### src/rtl/instruction_decode_pkg.sv
// ---------------------------------------------------------------------------
// instruction_decode_pkg
//   Shared ISA definitions for the fetch / decode / execute pipeline:
//   opcode encoding, instruction field layout, register-file geometry and
//   the execute bundle carried by the ID/EX pipeline register.
// ---------------------------------------------------------------------------
package instruction_decode_pkg;

    localparam int INSTR_W  = 8;   // instruction width
    localparam int NUM_REGS = 8;   // architectural registers
    localparam int REG_W    = 8;   // register width
    localparam int REG_AW   = 3;   // register index width
    localparam int OFFS_W   = 6;   // jump offset width

    // Instruction field bit positions
    localparam int OPC_HI = 7;
    localparam int OPC_LO = 6;
    localparam int RD_HI  = 5;
    localparam int RD_LO  = 3;
    localparam int RS_HI  = 2;
    localparam int RS_LO  = 0;

    typedef enum logic [1:0] {
        OP_ADD = 2'b00,
        OP_SUB = 2'b01,
        OP_LDI = 2'b10,
        OP_JMP = 2'b11
    } opcode_e;

    // [7:6] opcode, [5:3] rd, [2:0] rs/imm3. For JMP, {rd,rs} is the offset.
    typedef struct packed {
        opcode_e           op;
        logic [REG_AW-1:0] rd;
        logic [REG_AW-1:0] rs;
    } instr_t;

    typedef struct packed {
        logic              valid;
        opcode_e           op;
        logic [REG_AW-1:0] rd;
        logic [REG_W-1:0]  a;
        logic [REG_W-1:0]  b;
    } ex_bundle_t;

endpackage

### src/rtl/instruction_decode_if.sv
// ---------------------------------------------------------------------------
// instruction_decode_if
//   Bus bundle around the decode stage.
//   Fetch side : Instruction_Code (in), mux_jump / jump_adress (out)
//   Writeback  : wb_en, wb_addr, wb_data (in)
//   Execute    : ex_valid, ex_op, ex_rd, ex_a, ex_b (out)
//   slave  = the decode stage; master = its surroundings (fetch/exec/wb).
// ---------------------------------------------------------------------------
interface instruction_decode_if;
    import instruction_decode_pkg::*;

    logic [INSTR_W-1:0] Instruction_Code;
    logic               wb_en;
    logic [REG_AW-1:0]  wb_addr;
    logic [REG_W-1:0]   wb_data;
    logic               mux_jump;
    logic [OFFS_W-1:0]  jump_adress;
    logic               ex_valid;
    logic [1:0]         ex_op;
    logic [REG_AW-1:0]  ex_rd;
    logic [REG_W-1:0]   ex_a;
    logic [REG_W-1:0]   ex_b;

    modport slave (
        input  Instruction_Code, wb_en, wb_addr, wb_data,
        output mux_jump, jump_adress, ex_valid, ex_op, ex_rd, ex_a, ex_b
    );

    modport master (
        output Instruction_Code, wb_en, wb_addr, wb_data,
        input  mux_jump, jump_adress, ex_valid, ex_op, ex_rd, ex_a, ex_b
    );

endinterface

### src/rtl/instruction_decode_reg_file.sv
// ---------------------------------------------------------------------------
// instruction_decode_reg_file
//   8 x 8 register file, async active-low reset, one synchronous write port,
//   two asynchronous read ports with write-through bypass.
//   Ports:
//     clk, reset            clock / async active-low reset
//     we_i, waddr_i, wdata_i write port
//     raddr_a_i, rdata_a_o   read port A
//     raddr_b_i, rdata_b_o   read port B
// ---------------------------------------------------------------------------
module instruction_decode_reg_file
    import instruction_decode_pkg::*;
(
    input  logic              clk,
    input  logic              reset,
    input  logic              we_i,
    input  logic [REG_AW-1:0] waddr_i,
    input  logic [REG_W-1:0]  wdata_i,
    input  logic [REG_AW-1:0] raddr_a_i,
    output logic [REG_W-1:0]  rdata_a_o,
    input  logic [REG_AW-1:0] raddr_b_i,
    output logic [REG_W-1:0]  rdata_b_o
);

    logic [NUM_REGS-1:0][REG_W-1:0] regs_q;

    always_ff @(posedge clk or negedge reset) begin
        if (!reset) begin
            regs_q <= '0;
        end else if (we_i) begin
            regs_q[waddr_i] <= wdata_i;
        end
    end

    // A same-cycle write to the index being read wins, so the consumer sees
    // the value that will be in the array after this edge.
    assign rdata_a_o = (we_i && (waddr_i == raddr_a_i)) ? wdata_i : regs_q[raddr_a_i];
    assign rdata_b_o = (we_i && (waddr_i == raddr_b_i)) ? wdata_i : regs_q[raddr_b_i];

endmodule

### src/rtl/instruction_decode.sv
// ---------------------------------------------------------------------------
// instruction_decode
//   Second pipeline stage. Registers the fetched instruction (IF/ID),
//   decodes it, reads two operands and presents a registered execute bundle
//   (ID/EX). A valid JMP in IF/ID drives mux_jump/jump_adress back to fetch
//   and squashes the wrong-path instruction captured on the following edge.
//   Ports:
//     clk    rising-edge clock
//     reset  asynchronous, active-low
//     bus    instruction_decode_if.slave (fetch, writeback, execute signals)
// ---------------------------------------------------------------------------
module instruction_decode
    import instruction_decode_pkg::*;
(
    input  logic                 clk,
    input  logic                 reset,
    instruction_decode_if.slave  bus
);

    instr_t           id_instr_q, id_instr_d;
    logic             id_valid_q, id_valid_d;
    ex_bundle_t       ex_q, ex_d;
    logic [REG_W-1:0] rdata_a, rdata_b;
    logic             mux_jump;

    // ---------------- IF/ID ----------------
    assign mux_jump   = id_valid_q && (id_instr_q.op == OP_JMP);
    assign id_instr_d = instr_t'(bus.Instruction_Code);
    // Whatever fetch presents while a jump is being taken is wrong-path.
    // Since a squashed JMP cannot raise mux_jump, it never fires twice in a row.
    assign id_valid_d = ~mux_jump;

    // ---------------- operand read ----------------
    instruction_decode_reg_file u_reg_file (
        .clk       (clk),
        .reset     (reset),
        .we_i      (bus.wb_en),
        .waddr_i   (bus.wb_addr),
        .wdata_i   (bus.wb_data),
        .raddr_a_i (id_instr_q.rd),
        .rdata_a_o (rdata_a),
        .raddr_b_i (id_instr_q.rs),
        .rdata_b_o (rdata_b)
    );

    // ---------------- decode -> ID/EX ----------------
    // Payload fields only load for real instructions; on a bubble they keep
    // their previous contents and only valid drops.
    always_comb begin
        ex_d       = ex_q;
        ex_d.valid = id_valid_q && (id_instr_q.op != OP_JMP);
        if (ex_d.valid) begin
            ex_d.op = id_instr_q.op;
            ex_d.rd = id_instr_q.rd;
            if (id_instr_q.op == OP_LDI) begin
                ex_d.a = '0;
                ex_d.b = REG_W'(id_instr_q.rs);
            end else begin
                ex_d.a = rdata_a;
                ex_d.b = rdata_b;
            end
        end
    end

    always_ff @(posedge clk or negedge reset) begin
        if (!reset) begin
            id_instr_q <= '0;
            id_valid_q <= 1'b0;
            ex_q       <= '0;
        end else begin
            id_instr_q <= id_instr_d;
            id_valid_q <= id_valid_d;
            ex_q       <= ex_d;
        end
    end

    // ---------------- outputs ----------------
    assign bus.mux_jump    = mux_jump;
    assign bus.jump_adress = {id_instr_q.rd, id_instr_q.rs};
    assign bus.ex_valid    = ex_q.valid;
    assign bus.ex_op       = ex_q.op;
    assign bus.ex_rd       = ex_q.rd;
    assign bus.ex_a        = ex_q.a;
    assign bus.ex_b        = ex_q.b;

endmodule

### src/flat_wrapper.sv
// flat-port wrapper written by rule: the top's interface ports become plain ports
module instruction_decode_flat import instruction_decode_pkg::*;
  (clk, reset, bus_Instruction_Code, bus_wb_en, bus_wb_addr, bus_wb_data, bus_mux_jump, bus_jump_adress, bus_ex_valid, bus_ex_op, bus_ex_rd, bus_ex_a, bus_ex_b);
  instruction_decode_if bus_i ();
  input  logic clk;
  input  logic reset;
  input wire logic [$bits(bus_i.Instruction_Code)-1:0] bus_Instruction_Code;
  input wire logic [$bits(bus_i.wb_en)-1:0] bus_wb_en;
  input wire logic [$bits(bus_i.wb_addr)-1:0] bus_wb_addr;
  input wire logic [$bits(bus_i.wb_data)-1:0] bus_wb_data;
  output wire logic [$bits(bus_i.mux_jump)-1:0] bus_mux_jump;
  output wire logic [$bits(bus_i.jump_adress)-1:0] bus_jump_adress;
  output wire logic [$bits(bus_i.ex_valid)-1:0] bus_ex_valid;
  output wire logic [$bits(bus_i.ex_op)-1:0] bus_ex_op;
  output wire logic [$bits(bus_i.ex_rd)-1:0] bus_ex_rd;
  output wire logic [$bits(bus_i.ex_a)-1:0] bus_ex_a;
  output wire logic [$bits(bus_i.ex_b)-1:0] bus_ex_b;
  assign bus_i.Instruction_Code = bus_Instruction_Code;
  assign bus_i.wb_en = bus_wb_en;
  assign bus_i.wb_addr = bus_wb_addr;
  assign bus_i.wb_data = bus_wb_data;
  assign bus_mux_jump = bus_i.mux_jump;
  assign bus_jump_adress = bus_i.jump_adress;
  assign bus_ex_valid = bus_i.ex_valid;
  assign bus_ex_op = bus_i.ex_op;
  assign bus_ex_rd = bus_i.ex_rd;
  assign bus_ex_a = bus_i.ex_a;
  assign bus_ex_b = bus_i.ex_b;
  instruction_decode u_core (.clk(clk), .reset(reset), .bus(bus_i));
endmodule
### config.mk
export PLATFORM = sky130hd
export DESIGN_NAME = instruction_decode_flat
export DESIGN_NICKNAME = d
export VERILOG_FILES = /design/src/rtl/instruction_decode_pkg.sv /design/src/rtl/instruction_decode_if.sv /design/src/rtl/instruction_decode_reg_file.sv /design/src/rtl/instruction_decode.sv /design/src/flat_wrapper.sv
export SDC_FILE = /design/constraint.sdc
export NUM_CORES = 1
export LEC_CHECK = 0
export CAP_MARGIN = 20
export CORE_AREA = 4 4 94 105
export CTS_CLUSTER_SIZE = 20
export DETAILED_ROUTE_END_ITERATION = 10
export DIE_AREA = 0 0 98 109
export PLACE_DENSITY = 0.88
export SETUP_SLACK_MARGIN = 0.2
export SKIP_LAST_GASP = 1
export SYNTH_ARGS = -nofsm -noshare
export SYNTH_HDL_FRONTEND = slang
export SYNTH_SLANG_ARGS = --single-unit
### constraint.sdc
create_clock -name clk -period 1.8 [get_ports clk]
set_clock_uncertainty 0.05 [all_clocks]
set_input_delay 0.18 -clock clk [delete_from_list [all_inputs] [get_ports clk]]
set_output_delay 0.18 -clock clk [all_outputs]
set_load 0.005 [all_outputs]
==> summary.txt <==
Run status
  – Status: complete, no violations

Setup path
  – Critical path, cell by cell: buf_12 -> xor2_4 -> o41ai_2 -> buf_4 -> o21ai_1
  – Max incr delay on CP: 0.45 ns
  – CP startpoint: u_core.bus.jump_adress[4]
  – Crit Path Max Fanout: 8
  – Critical Path Stages: 5
  – Worst Setup Start Kind: flop
  – Setup crit end kind: flop
  – Critical path's top delay family: flip-flops
  – Arrival @ worst endpoint: 1.91 ns
  – Crit path capture: u_core.bus.ex_a[0]
  – R2R Setup Slk: 0.09 ns
  – Crit path buffers/inverters: 2
  – CP max stage cell: dfrtp_2
  – RR Startpoint: u_core.bus.jump_adress[4]
  – Reg2Reg Depth: 5
  – WP data required: 2.00 ns
  – Crit Path Class: flop to flop
  – Critical R2R Capture: u_core.bus.ex_a[0]

Place
  – HPWL after DPL: 8.14 mm
  – Routability cong.: 0.881
  – Setup Slack @ Placement: -0.143 ns
  – Port bufs: 50

Cells and area
  – # fillers: 510
  – Nets@finish: 459
  – Area growth syn-to-layout: 28.4%
  – ANT cells: 0
  – Multi-input logic area: 2450 µm²
  – Share of layout cells above drive strength 1: 0.482
  – Reg area: 2390 µm²

Floorplanning
  – Die height: 109 µm
  – Chip Width: 98 µm
  – DIE AREA: 10700 µm²
  – IO Pins: 51
  – # rows: 36
  – Core ar.: 8780 µm²
  – Starting density of the core: 0.560

Yosys
  – Post-synth ARST share: 1.00
  – Unique cell type count in the Yosys netlist: 42
  – Synth area leader: dfrtp_1
  – Synthesized area: 4920 µm²
  – Post-synthesis net count: 376
  – Yosys top cell area share: 0.483
  – EDFF count, synth: 0
  – Synthesized flop and latch total: 95
  – Synth warn: 0
  – Synth area leaders: dfrtp_1, mux2_2, mux4_2
  – Commonest cells in the netlist: dfrtp_1, mux2_2, mux4_2
  – Most common cell in the netlist: dfrtp_1
  – Mapped Cells: 354
  – Top FF cell, synth: dfrtp_1
  – Register area share after synthesis: 0.483
  – Syn Area/Cell: 13.9 µm²

Power
  – Pint: 0.00414 W
  – Peak VDD IR: 0.428 mV
  – Combinational power share: 0.283
  – NetSw: 0.00175 W
  – P_leak: 2.67 nW
  – Sequential Power Share: 0.493
  – Sw frac: 0.298
  – Clock share of power: 0.224
  – Power Density: 933 nW/µm²

Global route
  – Total GRT Usage: 0.261
  – Remaining global-route overflow: 0
  – Largest net degree at the start of global routing: 96
  – Number of global-route vias before repair: 3767
  – Initial antenna violation count: 0
  – First-pass GRT wire length: 20.9 mm

Clock tree
  – Clock buffer depth: 2
  – Root buffer cell: clkbuf_8
  – TritonCTS clock tree: built
  – Clock Latency Late Sink: 0.37 ns
  – CTS Buf Count: 9
  – H-tree depth: 3
  – CTS clk-pin slew, worst paths: 0.09 ns
  – Clock sink count: 95

Job
  – Max-cap violations: 0

STA
  – Highest clock rate: 0.584 GHz
  – Final Setup Violations: 0
  – Final WS setup: 0.0878 ns
  – Setup repair after global routing missed its margin: yes
  – Setup TNS: 0 ns
  – Worst slew pin tran: 0.512 ns
  – Final slew viol count: 0
  – Period utilization: 0.951
  – Max transition margin: 0.659
  – Final Critical Period: 1.71 ns
  – Final-report hold violation count: 0

Hold path
  – Hold crit path type: input pin to flop
  – Hold Path Depth: 1

Detailed routing
  – DRC viols: 0
  – WL final: 14.2 mm
  – Routed via count: 3701
  – Drt wl/cell: 25.6 µm
  – Antenna viol nets, final: 0
  – Routed vias/inst: 6.66
  – Initial DRC Count: 373
  – Pre-Repair DR Iteration Count: 7
==> area by class of cell <==
| cell class | instances | share of cell area |
|---|---|---|
| clock buffer | 13 | 0.0252 |
| clock inverter | 3 | 0.00277 |
| inverter | 5 | 0.00297 |
| multi-input combinational | 219 | 0.388 |
| sequential | 95 | 0.378 |
| tap | 114 | 0.0226 |
| timing repair buffer | 107 | 0.181 |
==> routing by layer <==
layer  part of all wire  up-vias  global-route usage
met5                  0        -                   0
met4              0.057        0               0.159
met3              0.087       90              0.0614
met2               0.49      269               0.421
met1               0.36     1866               0.321
li1                   -     1476                   -
==> power groups by stage <==
stage	logic [W]	registers [W]	clock network (W)
floorplan	0.000957	0.00279	0
global placement	0.00139	0.00287	0
detailed placement	0.00144	0.00291	0
CTS	0.00155	0.00287	0.00131
global route	0.00176	0.00294	0.00143
finish	0.00167	0.00291	0.00132
==> metrics by stage <==
step | utilization | total power [W] | hold slack [ns] | std cells | area [µm²]
5_1_grt | 0.719 | 0.00612 | 0.172 | 556 | 6310
3_3_place_gp | 0.649 | 0.00426 | 0.216 | 517 | 5700
3_5_place_dp | 0.649 | 0.00435 | 0.222 | 517 | 5700
6_report | 0.719 | 0.00589 | 0.185 | 556 | 6310
2_1_floorplan | - | 0.00375 | -0.166 | 354 | 4920
4_1_cts | 0.700 | 0.00573 | 0.181 | 548 | 6150
==> timing repair <==
action	4_1_cts	5_1_grt
pin swaps	17	11
setup buffers	12	7
endpoints found under the setup margin	19	21
cloned	2	1
hold buffers	1	0
endpoints found under the hold margin	95	0
resized for setup	38	24
==> cells by family (layout without fill, tap and decap cells) <==
family	Yosys count	in the layout	share of synthesized area
multiplexers	113	113	0.316
AND/OR/NAND/NOR	51	51	0.0743
flip-flops	95	95	0.483
XOR/XNOR	6	6	0.0107
buffers and inverters	40	128	0.0491
AO/OA/AOI/OAI	49	49	0.0669
==> how the worst min path moves through the flow <==
stage,to,start,slack (ns)
after floorplan,u_core.bus.ex_a[0],reset,-0.17
after global placement,u_core.bus.jump_adress[0],reset,0.22
after detailed placement,u_core.bus.jump_adress[0],reset,0.22
after CTS,u_core.bus.jump_adress[4],bus_Instruction_Code[4],0.18
after global routing,u_core.bus.jump_adress[0],bus_Instruction_Code[0],0.17
final,u_core.bus.jump_adress[2],bus_Instruction_Code[2],0.19
==> cells in the final DEF, fill, tap and decap left out, types with 4 or more instances in the layout <==
| master | instances |
|---|---|
| nand3_1 | 5 |
| mux2_2 | 71 |
| clkdlybuf4s50_1 | 44 |
| buf_4 | 40 |
| o21ai_2 | 6 |
| a22oi_1 | 14 |
| o21ai_0 | 10 |
| a211oi_2 | 5 |
| inv_1 | 5 |
| o21ai_1 | 8 |
| mux2i_1 | 12 |
| dfrtp_2 | 8 |
| mux4_2 | 25 |
| dlymetal6s2s_1 | 4 |
| nand2_1 | 12 |
| buf_12 | 11 |
| clkbuf_8 | 11 |
| mux2i_2 | 4 |
| dfrtp_1 | 87 |
==> flip-flops by register name, indices dropped and copies added, names as in the netlist <==
signal / count
u_core.bus.jump_adress: 6
u_core.bus.ex_valid: 1
u_core.bus.ex_a: 8
u_core.bus.ex_rd: 3
u_core.id_instr_q: 2
u_core.u_reg_file.regs_q: 64
u_core.id_valid_q: 1
u_core.bus.ex_b: 8
u_core.bus.ex_op: 2
Power figures use the tool's default switching activity.
